==> src/rtl/crc8_serial.sv <==
// Bit-serial CRC-8 engine: MSB-first, no reflection, no final XOR.
// IDLE -> SHIFT (FRAME_BITS accepted bits) -> DONE (one cycle) -> IDLE or SHIFT.
module crc8_serial #(
  parameter int         FRAME_BITS = 16,
  parameter logic [7:0] POLY       = 8'h07,
  parameter logic [7:0] INIT       = 8'h00
) (
  input  logic       clk,
  input  logic       rst,
  input  logic       inStart,
  input  logic       inValid,
  input  logic       inBit,
  output logic       outReady,
  output logic       outBusy,
  output logic       outDone,
  output logic [7:0] outCrc
);

  localparam int CW = $clog2(FRAME_BITS + 1);
  localparam logic [CW-1:0] LAST = CW'(FRAME_BITS - 1);

  typedef enum logic [1:0] {IDLE, SHIFT, DONE} state_t;

  state_t          state_q, state_d;
  logic [7:0]      crc_q, crc_d;
  logic [7:0]      out_crc_q, out_crc_d;
  logic [CW-1:0]   count_q, count_d;
  logic            fb;
  logic [7:0]      crc_step;

  assign fb       = crc_q[7] ^ inBit;
  assign crc_step = {crc_q[6:0], 1'b0} ^ (fb ? POLY : 8'h00);

  always_ff @(posedge clk or posedge rst) begin
    if (rst) begin
      state_q   <= IDLE;
      crc_q     <= INIT;
      count_q   <= '0;
      out_crc_q <= 8'h00;
    end else begin
      state_q   <= state_d;
      crc_q     <= crc_d;
      count_q   <= count_d;
      out_crc_q <= out_crc_d;
    end
  end

  always_comb begin
    state_d   = state_q;
    crc_d     = crc_q;
    count_d   = count_q;
    out_crc_d = out_crc_q;
    unique case (state_q)
      IDLE: begin
        if (inStart) begin
          crc_d   = INIT;
          count_d = '0;
          state_d = SHIFT;
        end
      end
      SHIFT: begin
        // A restart wins over the bit presented in the same cycle.
        if (inStart) begin
          crc_d   = INIT;
          count_d = '0;
        end else if (inValid) begin
          crc_d   = crc_step;
          count_d = count_q + CW'(1);
          if (count_q == LAST) state_d = DONE;
        end
      end
      DONE: begin
        out_crc_d = crc_q;
        if (inStart) begin
          crc_d   = INIT;
          count_d = '0;
          state_d = SHIFT;
        end else begin
          state_d = IDLE;
        end
      end
      default: state_d = IDLE;
    endcase
  end

  always_comb begin
    outReady = (state_q == SHIFT);
    outBusy  = (state_q != IDLE);
    outDone  = (state_q == DONE);
    outCrc   = out_crc_q;
  end

endmodule

==> config.mk <==
export PLATFORM = sky130hd
export DESIGN_NAME = crc8_serial
export DESIGN_NICKNAME = d
export VERILOG_FILES = /design/src/rtl/crc8_serial.sv
export SDC_FILE = /design/constraint.sdc
export NUM_CORES = 1
export LEC_CHECK = 0
export ABC_AREA = 1
export CORE_MARGIN = 2
export CORE_UTILIZATION = 59
export CTS_CLUSTER_SIZE = 20
export DETAILED_ROUTE_END_ITERATION = 10
export DONT_BUFFER_PORTS = 1
export PLACE_DENSITY = 0.86
export SLEW_MARGIN = 20
export SYNTH_ARGS = -nofsm -noshare
export SYNTH_HDL_FRONTEND = slang
export SYNTH_SLANG_ARGS = --single-unit
==> constraint.sdc <==
create_clock -name clk -period 1.7 [get_ports clk]
set_clock_uncertainty 0.15 [all_clocks]
set_input_delay 0.17 -clock clk [delete_from_list [all_inputs] [get_ports clk]]
set_output_delay 0.17 -clock clk [all_outputs]
set_load 0.01 [all_outputs]
### Word-level counts from Yosys, hierarchy flattened

Cells that the tools add are included.

| storage, ports and cells | value |
|---|---|
| word-level logic and storage cells | 37 |
| output and inout port bits | 11 |
| bits in registers | 23 |
| input port bits | 5 |

| cells by class | value |
|---|---|
| reductions and logical operators | 6 |
| eq/ne operators | 9 |
| bitwise gates (word level) | 2 |
| mux-type cells | 15 |
| add/sub/neg operators | 1 |

Operator list:

| operator | count |
|---|---|
| two-way mux 8 bit | 3 |
| one-hot mux 8 bit (2 select lines) | 1 |
| two-way mux 5 bit | 3 |
| one-hot mux 5 bit (2 select lines) | 1 |
| two-way mux 2 bit | 4 |
| bitwise XOR 8 x 3 -> 8 bit | 1 |
| inequality test 2 bit, second input constant | 3 |
| one-hot mux 2 bit (3 select lines) | 1 |
| adder 5 x 1 -> 5 bit, second input constant | 1 |
| == test 5 x 4 -> 1 bit, second input constant | 1 |
| inequality test 2 x 1 -> 1 bit, second input constant | 2 |
| AND reduction 4 bit | 1 |
| nonzero test 2 bit | 2 |
| two-way mux 3 bit | 1 |
| inequality test 3 bit, second input constant | 1 |
| AND reduction 3 bit | 1 |
| == test 2 x 1 -> 1 bit, second input constant | 1 |
| == test 2 bit, second input constant | 1 |
| zero test 2 bit | 1 |
| OR reduction 2 bit | 1 |
| two-way mux 1 bit | 1 |
| bitwise XOR 1 bit | 1 |

### Longest topological paths before layout

| logic depth | value |
|---|---|
| depth in word-level cells | 6 |
| mapped depth | 6 |
| mapped depth without buffers | 6 |

### Worst setup path before layout

Ideal clock, no wire load.

| timing path | value |
|---|---|
| path type | reg-to-reg |
| from | register count_q[0] |
| to | register count_q[4] |
| setup slack | 0.396 ns |
| stages on the path, launching flop included | 6 |
| clock period less this slack | 1.304 ns |
| buffers on the path | 0 |
| data required time | 1.471 ns |
| library setup time | 0.079 ns |
| arrival | 1.076 ns |
| cell sequence | dfrtp_1 > ha_1 > nand2_1 > nor2_1 > ha_1 > o21ai_1 |

| on the way | value |
|---|---|
| longest elaborated chain between the ends | 4 |

RTL lines:

| element | line | text |
|---|---|---|
| start, declared | 27 | `logic [CW-1:0] count_q, count_d;` |
| start signal, assigned | 43 | `count_q <= count_d;` |
| adder 5 x 1 -> 5 bit | 68 | `count_d = count_q + CW'(1);` |
| two-way mux 5 bit | 66 | `end else if (inValid) begin` |
| two-way mux 5 bit | 63 | `if (inStart) begin` |
| one-hot mux 5 bit (2 select lines) | 53 | `unique case (state_q)` |

No other way between the ends. The select of a mux whose other input is x is not followed.
A chain may end at the register's enable or synchronous reset.

### Worst setup path after layout

| timing path | value |
|---|---|
| from | register state_q[0] |
| to | output port outDone |

| on the way | value |
|---|---|
| longest elaborated chain between the ends | 1 |

RTL lines:

| element | line | text |
|---|---|---|
| start, declared | 24 | `state_t state_q, state_d;` |
| start signal, assigned | 41 | `state_q <= state_d;` |
| == test 2 bit | 89 | `outDone = (state_q == DONE);` |
| end, declared | 15 | `output logic outDone,` |

No other way between the ends.

==> flow_summary.ini <==
[outcome]
status = completed

[timing]
maxSlewHeadroom_pct = 81.6
layout_min_cycle_time_ps = 1500
fin_crit_sh_pct = 88.5
setup_violations = 0
tns_ps = 0
hold_viol = 0
worstMarginPinSlew_ps = 276
slew_viol_final = 0
rsz0062_at_grt = no
timing.final.ws_setup_ps = 196
max_freq_mhz = 665

[yosys]
synth_area_leaders = dfrtp_1 (56%), nand2_1 (16%), inv_1 (6.9%)
synth_top_area_cell = dfrtp_1
synth_edf_count = 0
synth_most_common_cell = nand2_1
ys_types = 17
synth_xor_area_share_pct = 0
muxShareOfSynthArea_pct = 0
yosysWarnings = 0
synthFlopType = dfrtp_1
synth_top_family_by_area = simple AND/OR/NAND/NOR gates
synthArstFlopShare_pct = 100
syn_avg_cell_area_um2 = 8.41
syn-cell-area_um2 = 1030
yosys.area.top_type_share_pct = 55.6
synth_fa_ha_area_share_pct = 2.42
synth_compound_area_share_pct = 8.22
syn-num-nets = 130
synthTopCellsByCount = nand2_1 (43), dfrtp_1 (23), inv_1 (19), o21ai_0 (10), o21ai_1 (7)
ys_seq_area_share_pct = 55.6
yosys.area_share.simple_pct = 24.9
synth_cells = 123
synth-seq-cells = 23

[drt]
num_vias = 810
drc = 0
dr.first_iter.drc_count = 22
dr.pass1.iters = 4
vias_per_cell = 5.51
wl_per_cell_um = 12.5
antenna_left = 0
routed_wl_um = 1840

[global_route]
grt_start_max_net_pins = 24
grt_use_met1_pct = 23.4
gr-total-overflow = 0
grt_first_pass_wirelength_um = 2800
grt_busiest_layer = met2
grt_use_total_pct = 18.7
met3_usage_pct = 3.57
use_met2_pct = 31.4
grt_pass1_vias = 687
antenna_found_initial = 0

[finish]
area_delta_synth_final_pct = 7.62
nets = 138
final-seq-area_um2 = 576
multiInputGateArea_um2 = 368
fin_cells = 147
fin_area_um2 = 1110
drive_gt1_share_pct = 6.92
antenna_cells = 0
n_fill_cell = 132

[cts]
insertion_delay_ps = 300
cts_tree = built
cts_made_buffers = 3
cts_hold_buf = 4
clk_pin_slew_ps = 120
clock_sinks = 23
cts_setup_buffers = 0
cts-resized-gates = 0
cts_root_buf = clkbuf_4
cts_max_level = 1
clockBufferDepth = 2

[hold_path]
min_path_type = input pin to flop

[floorplan]
pin_count = 16
core_area_um2 = 1690
row_count = 15
start_util_pct = 61.3
die_w_um = 45.9
die_h_um = 45.9
design.die.area_um2 = 2100

[job]
drv_cap = 0

[placement]
io_buffers = 0
gp_congestion = 0.793
placed_area_um2 = 1050
dp_hpwl_um = 1290
post-place-ws_ps = 278
dp_cells = 139

[setup_path]
crit_path_max_fanout = 17
slowest_delay_ps = 450
worstPathRequired_ps = 1380
critical_path_arrival_ps = 1180
cp_slowest_cell = dfrtp_1
criticalPathCategory = flop to output port
cp-end-kind = output port
crit_path_start_kind = flop
cp_cell_sequence = inv_2, nand2_2, inv_1

[pwr]
power.switching_uw = 200
comb_power_share_pct = 7.1
power.total_uw = 870
powerDensity_nw_per_um2 = 781
clockPowerShare_pct = 27.7
peakVddDrop_mv = 0.390
seqPwrFrac_pct = 65.3
sw_frac_of_total_pct = 23.0
leakage_uw = 0.000555
p_int_uw = 670
[layer usage]
metal,vias up,routed length [µm]
met5,-,0
met3,3,82
met4,0,18
met2,28,924
li1,404,-
met1,375,813
[area by class of cell]
type	instances	share of cell area, %
flip-flops and latches	23	51.7
inverters	20	6.74
multi-input cells	78	33.0
repair buffers	5	4.27
well taps	17	1.91
clock buffers	4	2.36
[placed cells by master (no fill, tap or decap)]
cell and count:
nor3_1 1, nand2_1 43, inv_1 19, clkbuf_1 1
nand3_1 6, o21ai_1 7, nand4_2 1, and3_1 1
dlygate4sd3_1 4, dfrtp_1 23, buf_4 1, ha_1 2
nand2_2 2, o21ai_0 10, nor2_1 2, inv_2 1
nand4_1 2, nand3_2 1, clkbuf_4 3
[sequential cells by signal, indices dropped and copies added (netlist names)]
name,flops
outCrc,8
crc_q,8
count_q,5
state_q,2
[power groups by stage]
stage,Combinational [µW],Clock [µW],Sequential (µW)
after floorplan,41.9,0,575
after global routing,70.4,283,569
after global placement,50.2,0,576
final,61.5,241,568
after CTS,61.4,248,567
after detailed placement,53.2,0,577
[cells by family after synthesis]
kind of cell	count (synthesis)
AO/OA/AOI/OAI	17
buffers and inverters	22
adder cells (fa/ha/maj)	2
AND/OR/NAND/NOR	59
flip-flops	23
[stage by stage]
| stage | hold slack, ps | utilization, % |
|---|---|---|
| final | 20.9 | 65.9 |
| after global routing | 43.4 | 65.9 |
| after CTS | 15.7 | 65.9 |
| after detailed placement | -34.1 | 62.0 |
| after global placement | -37.9 | 62.0 |
| after floorplan | 21.9 | - |
[worst max-delay path, delay by kind of cell, from the launching register on]
kind	cells	cell delay (ps)
flops	1	450
buf+inv	2	270
simple gates	1	170
[path summary, 6_finish.rpt]
check                           cells after the start          to  slack [ps]       start
worst max-delay path                                3     outDone         200  state_q[0]
worst max register to register                      6  state_q[0]         220  count_q[0]
worst min register to register                      2    crc_q[4]         350    crc_q[4]
min in group asynchronous                           3  count_q[0]         180         rst
worst min-delay path                                4    crc_q[0]          20       inBit
max in group asynchronous                           3    crc_q[3]        1000         rst
Note: power is estimated with default switching activity, not from simulation.
